--- src/rtl/arb_defs_pkg.sv ---
// Shared arbitration definitions: policy codes and the grant-index width helper.
package arb_defs_pkg;

  localparam int ARB_FIXED = 0;  // fixed priority, channel 0 highest
  localparam int ARB_RR    = 1;  // round-robin starting at the rotating pointer

  // Width of a channel index; a single channel pair still needs one bit.
  function automatic int sel_width(input int n);
    return (n <= 2) ? 1 : $clog2(n);
  endfunction

endpackage

--- src/rtl/arb_mux_prio_enc.sv ---
// Rotating priority encoder: first set request at or after 'start', wrapping at N.
module prio_enc
  import arb_defs_pkg::*;
#(
  parameter  int N    = 4,
  localparam int SELW = sel_width(N)
) (
  input  logic [N-1:0]    req,
  input  logic [SELW-1:0] start,
  output logic [SELW-1:0] grant,
  output logic            grant_valid
);

  // Walk the channels from 'start' and keep the first requester found.
  always_comb begin
    int idx;
    // NOTE: every output gets a default before the loop, so no path leaves a
    // value unassigned and no latch is inferred.
    grant       = '0;
    grant_valid = 1'b0;
    idx         = 0;
    for (int k = 0; k < N; k++) begin
      // NOTE: blocking assignments here are intentional: later iterations must
      // see grant_valid already set by an earlier hit in the same evaluation.
      idx = int'(start) + k;
      // Explicit wrap so non-power-of-two channel counts stay in range.
      if (idx >= N) idx = idx - N;
      if (!grant_valid && req[idx]) begin
        grant_valid = 1'b1;
        grant       = SELW'(idx);
      end
    end
  end

endmodule

--- src/rtl/arb_mux.sv ---
// Registered N-channel valid/ready multiplexer with fixed-priority or
// round-robin arbitration; one-cycle latency, one word per cycle.
module arb_mux
  import arb_defs_pkg::*;
#(
  parameter  int WIDTH = 16,
  parameter  int N     = 4,
  parameter  int MODE  = ARB_RR,
  localparam int SELW  = sel_width(N)
) (
  input  logic               clk,
  input  logic               reset,
  input  logic [N*WIDTH-1:0] in_data,
  input  logic [N-1:0]       in_valid,
  output logic [N-1:0]       in_ready,
  output logic [WIDTH-1:0]   out_data,
  output logic               out_valid,
  input  logic               out_ready,
  output logic [SELW-1:0]    out_sel
);

  logic [WIDTH-1:0] out_data_q, out_data_d;
  logic [SELW-1:0]  out_sel_q, out_sel_d;
  logic             out_valid_q, out_valid_d;
  logic [SELW-1:0]  rr_ptr_q, rr_ptr_d;

  logic [SELW-1:0]  start;
  logic [SELW-1:0]  grant;
  logic             grant_valid;
  logic             load;

  // Fixed priority always searches from channel 0; round-robin from the pointer.
  generate
    if (MODE == ARB_RR) begin : g_rr_start
      assign start = rr_ptr_q;
    end else begin : g_fixed_start
      assign start = '0;
    end
  endgenerate

  prio_enc #(.N(N)) u_prio_enc (
    .req         (in_valid),
    .start       (start),
    .grant       (grant),
    .grant_valid (grant_valid)
  );

  // The register can take a word when it is empty or being drained this cycle.
  assign load = !out_valid_q || out_ready;

  // Accept only the granted channel; nothing is accepted while in reset since
  // the word would be discarded anyway.
  always_comb begin
    in_ready = '0;
    for (int i = 0; i < N; i++) begin
      in_ready[i] = load && grant_valid && !reset && (grant == SELW'(i));
    end
  end

  // Next state of the output register and the round-robin pointer.
  always_comb begin
    out_data_d  = out_data_q;
    out_sel_d   = out_sel_q;
    out_valid_d = out_valid_q;
    rr_ptr_d    = rr_ptr_q;
    if (load) begin
      if (grant_valid) begin
        out_data_d  = in_data[int'(grant)*WIDTH +: WIDTH];
        out_sel_d   = grant;
        out_valid_d = 1'b1;
        if (MODE == ARB_RR) begin
          rr_ptr_d = (grant == SELW'(N-1)) ? '0 : grant + SELW'(1);
        end
      end else begin
        out_valid_d = 1'b0;
      end
    end
  end

  // State registers; synchronous reset wins over any load.
  always_ff @(posedge clk) begin
    if (reset) begin
      out_data_q  <= '0;
      out_sel_q   <= '0;
      out_valid_q <= 1'b0;
      rr_ptr_q    <= '0;
    end else begin
      out_data_q  <= out_data_d;
      out_sel_q   <= out_sel_d;
      out_valid_q <= out_valid_d;
      rr_ptr_q    <= rr_ptr_d;
    end
  end

  assign out_data  = out_data_q;
  assign out_sel   = out_sel_q;
  assign out_valid = out_valid_q;

endmodule

--- config.mk ---
export PLATFORM = sky130hd
export DESIGN_NAME = arb_mux
export DESIGN_NICKNAME = d
export VERILOG_FILES = /design/src/rtl/arb_defs_pkg.sv /design/src/rtl/arb_mux_prio_enc.sv /design/src/rtl/arb_mux.sv
export SDC_FILE = /design/constraint.sdc
export NUM_CORES = 1
export LEC_CHECK = 0
export CAP_MARGIN = 10
export CORE_ASPECT_RATIO = 0.9
export CORE_MARGIN = 2
export CORE_UTILIZATION = 35
export CTS_CLUSTER_DIAMETER = 50
export CTS_CLUSTER_SIZE = 16
export DETAILED_ROUTE_END_ITERATION = 6
export GPL_TIMING_DRIVEN = 0
export PLACE_DENSITY = 0.73
export SLEW_MARGIN = 10
export SYNTH_ARGS = -nofsm -noshare
export SYNTH_HDL_FRONTEND = slang
export SYNTH_SLANG_ARGS = --single-unit
--- constraint.sdc ---
create_clock -name clk -period 1.43 [get_ports clk]
set_input_delay 0.2145 -clock clk [delete_from_list [all_inputs] [get_ports clk]]
set_output_delay 0.2145 -clock clk [all_outputs]
set_load 0.01 [all_outputs]
* Yosys cells after proc, flatten, opt, wreduce, memory -nomap -nowiden
Cells that the tools add are included.
W data, S select, Z words.
** Storage, ports and cells
- Bits in registers :: 21
- Latch bits :: 0
- Memory bits (writable) :: 0
- Memory bits (read-only) :: 0
- Output and inout bits :: 23
- Logic and storage cells :: 67
- Memories :: 0
** Operators by class
- Add/subtract/negate cells :: 8
- Multiply operators :: 0
- Div/mod/pow operators :: 0
- $lt $le $gt $ge :: 8
- Eq/ne operators :: 3
- Shift-type cells :: 1
- Multiplexer cells :: 26
- Bitwise gates (word level) :: 0
- Reduce and logical (&&, ||, !) cells :: 17
** Operators with widths (number)
- $lt A32 B4 Y1 const B :: 4
- $mux W32 :: 4
- $ge A32 B4 Y1 const B :: 3
- $sub A32 B4 Y32 const B :: 3
- $shiftx A64 B7 Y16 :: 1
- $mux W1 :: 13
- $mux W2 :: 5
- $logic_and A1 B1 Y1 :: 9
- $bmux W1 S2 :: 4
- $add A2 B2 Y3 const B :: 2
- $logic_not A1 Y1 :: 5
- $eq A2 B2 Y1 const B :: 2
- $sub A2 B3 Y4 const B :: 1
- $add A2 B1 Y3 const B :: 1
- $ge A2 B3 Y1 const B :: 1
- $add A2 B1 Y2 const B :: 1
- $eq A2 B1 Y1 const B :: 1
- $logic_not A2 Y1 :: 1
- $reduce_and A2 Y1 :: 1
- $logic_or A1 B1 Y1 :: 1

* Longest topological paths before layout
- Depth after elaboration :: 18
- Mapped depth :: 7

* Hierarchy
From an unflattened synthesis, not the netlist that was laid out.
** Second synthesis, totals
- Cell total of the unflattened synthesis :: 103
- Area total of the unflattened synthesis :: 1275.0 um2
** Modules (own cells, without submodules)
- arb_mux :: instances 1, cells an instance 88, area each 1197.4 um2
- prio_enc :: instances 1, cells an instance 15, area each 77.6 um2

* Least setup slack after synthesis
No wires, ideal clock.
- Kind :: register to output
- From :: register rr_ptr_q[1]
- To :: output port in_ready[1]
- Arrival time :: 1415 ps
- Path slack :: -199 ps
- Cell stages (with the launch flop) :: 7
- Buffers on the path :: 3
- Cells stage by stage :: dfxtp_1 buf_4 o21a_1 buf_6 buf_8 a211o_1 nor3_1
** Between the ends
- Longest elaborated chain between the ends :: 18
- Elaborated cells between the ends (all ways) :: 45
** Ends and longest elaborated chain
- from (decl) :: line arb_mux.sv:25 : logic [SELW-1:0] rr_ptr_q, rr_ptr_d;
- from (signal assigned) :: line arb_mux.sv:91 : rr_ptr_q <= rr_ptr_d;
- branches (longest 17 deep; another with $sub A32 B4 Y32)
- $logic_and A1 B1 Y1 * :: line arb_mux.sv:56 : in_ready[i] = load && grant_valid && !reset && (grant == SELW'(i));
- to (decl) :: line arb_mux.sv:15 : output logic [N-1:0] in_ready,
Mark *: on every way between the ends. The select of a mux whose other input is x is not followed.

* Worst setup path in the final report
- From :: register rr_ptr_q[1]
- To :: output port in_ready[2]
Same word-level chain as after synthesis.

==> run summary <==
Once layout is done, the placed cells without fillers occupy 0.00299 mm². The total count of max-transition violations in the final report was 0; the number of flops mapped to enable cells by yosys was 0. Synthesis instantiated 33 different standard cells from the library. The logs give 0.550 GHz for the maximum clock frequency and 21 for the clock net sink count. The clock transition at the registers of the reported paths works out to 0.09 ns.

Leaving out filler cells and counting taps, the final layout contains 402. Post-route clock period utilization: 1.27. Counting along the longest clock path gives a buffer depth of 2. The fraction of final layout cells with drive strength greater than 1 is 0.209, and the detailed-placement wirelength estimate is 4.56 mm. Area share of the largest cell type after synthesis: 0.251. Before antenna repair, the detailed router went through 5 iterations. The number of failing hold endpoints at the final stage was 0. The most area-hungry cell type in the Yosys netlist was sky130_fd_sc_hd__dfxtp_1. The floorplan step defined a die boundary enclosing 0.00536 mm². The clock skew after layout is 0.00621 ns, and the post-layout net count is 412. The number of levels in the clock H-tree came out at 1. Summing all placed instances gives a cell area of 0.00270 mm².

In this run the mean area of a mapped cell was 7.45 µm². After routing, the total negative slack on setup checks comes to -5.85 ns. The cell with the most instances after synthesis was sky130_fd_sc_hd__nand2_1. Using the TritonRoute via totals, the vias-per-cell ratio works out to 5.61. Row generation in the floorplan step produced 23 rows. The run gives 0.254 as the global-route usage over all layers.

Area added between synthesis and finish: 78.7%. Sorting the synthesized cells by area gives the leading types as sky130_fd_sc_hd__dfxtp_1, sky130_fd_sc_hd__a211oi_1, sky130_fd_sc_hd__nand2_1, sky130_fd_sc_hd__o211ai_1, sky130_fd_sc_hd__and3_1. Grouping stages by cell kind, the critical path spends the most delay in buffers and inverters. The gate count of the mapped netlist came out at 225.

The total global routing overflow is 0, and the number of warnings reported in the yosys synthesis log is 0. The highest net fanout along the worst path came out at 5. The root buffer selected by CTS was sky130_fd_sc_hd__clkbuf_8. For the number of top-level pins, the log shows 94. The via count of the first global-routing pass came out at 2,148. The largest stage delay on the critical path was 0.37 ns. The final reports fail on setup timing. The count of endpoints failing setup in the final report is 22. Clock latency on the worst-skew pair, taken at its later pin, is 0.27 ns. TritonCTS built the clock tree. The power density normalized to cell area came out at 739 mW/mm². The final layout contains routed wiring with a total length of 6.95 mm. The number of nets in the synthesized netlist is 296. The worst setup path is of the flip-flop to output pin kind. The async set-or-reset flop fraction in the synthesized netlist was 0. The shortest clock period the worst path allows after layout works out to 1.82 ns. STA classifies the critical path endpoint as an output pin. Among all stages on the critical path, the largest delay is contributed by sky130_fd_sc_hd__dfxtp_4. The number of antenna repair diodes was 0; the count of buffers inserted at the top-level ports was 91. The critical path required time was 1.22 ns. The critical path goes through buf_6 -> buf_6 -> nand2b_4 -> a21oi_4 -> o21ai_4 -> nor3_2 -> buf_2. In this run the horizontal extent of the chip is 76.9 µm.

The tools report the part of the Yosys area used for sequential elements as 0.251. Main flop type after synthesis: sky130_fd_sc_hd__dfxtp_1. The logs give 0 for the remaining antenna violation count and 378 for the placed instance count.

The flow ran to the end, but the final reports show violations. The cell area that synthesis handed to floorplanning was 0.00168 mm². Die height: 69.6 µm.

The run gives 0.621 as the headroom to the max-slew limit. By count the netlist is led by sky130_fd_sc_hd__nand2_1, sky130_fd_sc_hd__a211oi_1, sky130_fd_sc_hd__dfxtp_1. The final route contains 2,256 vias.

Together, buffers and inverters on the worst path number 3. Type of the tightest min-delay check: input port to flip-flop. Standard cell core area: 0.00452 mm².

The run gives -0.387 ns as the worst path setup slack after routing. The count of state elements after synthesis is 21, and the global-route wire length before repair is 11.0 mm. Max-cap violations in this run came to 0. Peak ir drop on the vdd network: 459 µV. The first routing iteration left 129 violations. After detailed routing, the average wire length per cell comes to 17.3 µm. The worst setup path is launched from a flip-flop. The initial cell density of the core was 0.371. The largest net degree at the start of global routing came out at 13. The tools report the detailed-route DRC error count as 0. Setup repair after global routing could not meet its margin everywhere. The number of buffers created by CTS came out at 3. Hold timing on the final database bottoms out at a slack of 0.287 ns.

The tools report the number of antenna violations at the first check in global routing as 0. For the final estimated routing congestion in global placement, the log shows 0.786. At the pin with the least slew margin, the transition time is 0.569 ns. The run gives 0.00118 µW as the leakage power summed over all cells.

The cell that appears most often on the critical path is sky130_fd_sc_hd__buf_6. For this design, the CTS-stage hold fixing added 0 buffers. For the worst setup path, the data arrival time is 1.60 ns.
==> registers in the layout (all words and copies together), names as in the netlist <==
name,flops
out_data,16
out_valid,1
rr_ptr_q,2
out_sel,2
==> per-stage QoR <==
stage / total power, µW / util / worst slack, ns
floorplan: 1180 / - / -0.0213
global placement: 1620 / 0.597 / -1.08
detailed placement: 1630 / 0.597 / -1.09
CTS: 2160 / 0.652 / -0.406
global route: 2330 / 0.663 / -0.418
finish: 2210 / 0.663 / -0.387
==> final timing paths <==
path	end	depth (start not counted)	slack (ns)	start
setup / recovery	in_ready[2]	7	-0.39	rr_ptr_q[1]
hold / removal	out_valid	3	0.29	in_valid[2]
setup reg to reg	out_data[6]	10	-0.32	rr_ptr_q[1]
hold reg to reg	out_sel[0]	2	0.47	out_sel[0]
==> worst reg2reg max path, delay by kind of cell (launching register included) <==
family                 cells  cell delay, ns
AO/OA/AOI/OAI              3            0.41
flip-flops                 1            0.38
buffers and inverters      6            0.70
AND/OR/NAND/NOR            1            0.13
==> area by class of cell <==
cell class / count / area [µm²]
Multi-Input combinational cell: 172 / 1160
Buffer: 23 / 170
Sequential cell: 21 / 429
Clock buffer: 3 / 41.3
Timing Repair Buffer: 115 / 1090
Tap cell: 62 / 77.6
Inverter: 5 / 18.8
Fill cell: 388 / 1520
Clock inverter: 1 / 5.00
==> routing by layer <==
| metal | vias up | GRT usage | routed length (µm) |
|---|---|---|---|
| met3 | 10 | 0.0547 | 519 |
| met5 | - | 0 | 0 |
| met1 | 1052 | 0.343 | 3010 |
| met2 | 106 | 0.412 | 3340 |
| met4 | 0 | 0.0626 | 80 |
| li1 | 1088 | - | - |
==> placed cells by master (no fill, tap or decap), types with 3 or more instances in the layout <==
master	instances
sky130_fd_sc_hd__a211o_1	3
sky130_fd_sc_hd__clkbuf_8	3
sky130_fd_sc_hd__a31oi_1	16
sky130_fd_sc_hd__inv_1	5
sky130_fd_sc_hd__a21oi_1	5
sky130_fd_sc_hd__o211ai_1	17
sky130_fd_sc_hd__a211oi_1	28
sky130_fd_sc_hd__buf_2	5
sky130_fd_sc_hd__clkdlybuf4s50_1	84
sky130_fd_sc_hd__buf_6	13
sky130_fd_sc_hd__o21ai_0	16
sky130_fd_sc_hd__buf_4	22
sky130_fd_sc_hd__clkbuf_2	3
sky130_fd_sc_hd__clkbuf_1	7
sky130_fd_sc_hd__a211oi_2	4
sky130_fd_sc_hd__nand2_1	37
sky130_fd_sc_hd__nor3_2	3
sky130_fd_sc_hd__dfxtp_1	18
sky130_fd_sc_hd__and3_1	17
==> power by group <==
part	leakage, µW	internal [µW]	total [µW]	switching, µW
registers	0.000176	654	690	36.5
logic	0.000981	597	1100	504
clock network	0.0000255	195	421	226
==> cell families after synthesis <==
logic type	share of synthesized area
buf+inv	0.117
compound gates	0.429
mux	0.00597
flops	0.251
simple gates	0.198
==> repair_timing <==
| item | 4_1_cts | 5_1_grt |
|---|---|---|
| buffers inserted | 17 | 7 |
| setup endpoints to repair | 24 | 24 |
| cloned | 1 | 0 |
| gates resized for setup | 49 | 15 |
| pin swaps | 6 | 10 |
No activity file was read; power rests on OpenSTA's default activity.
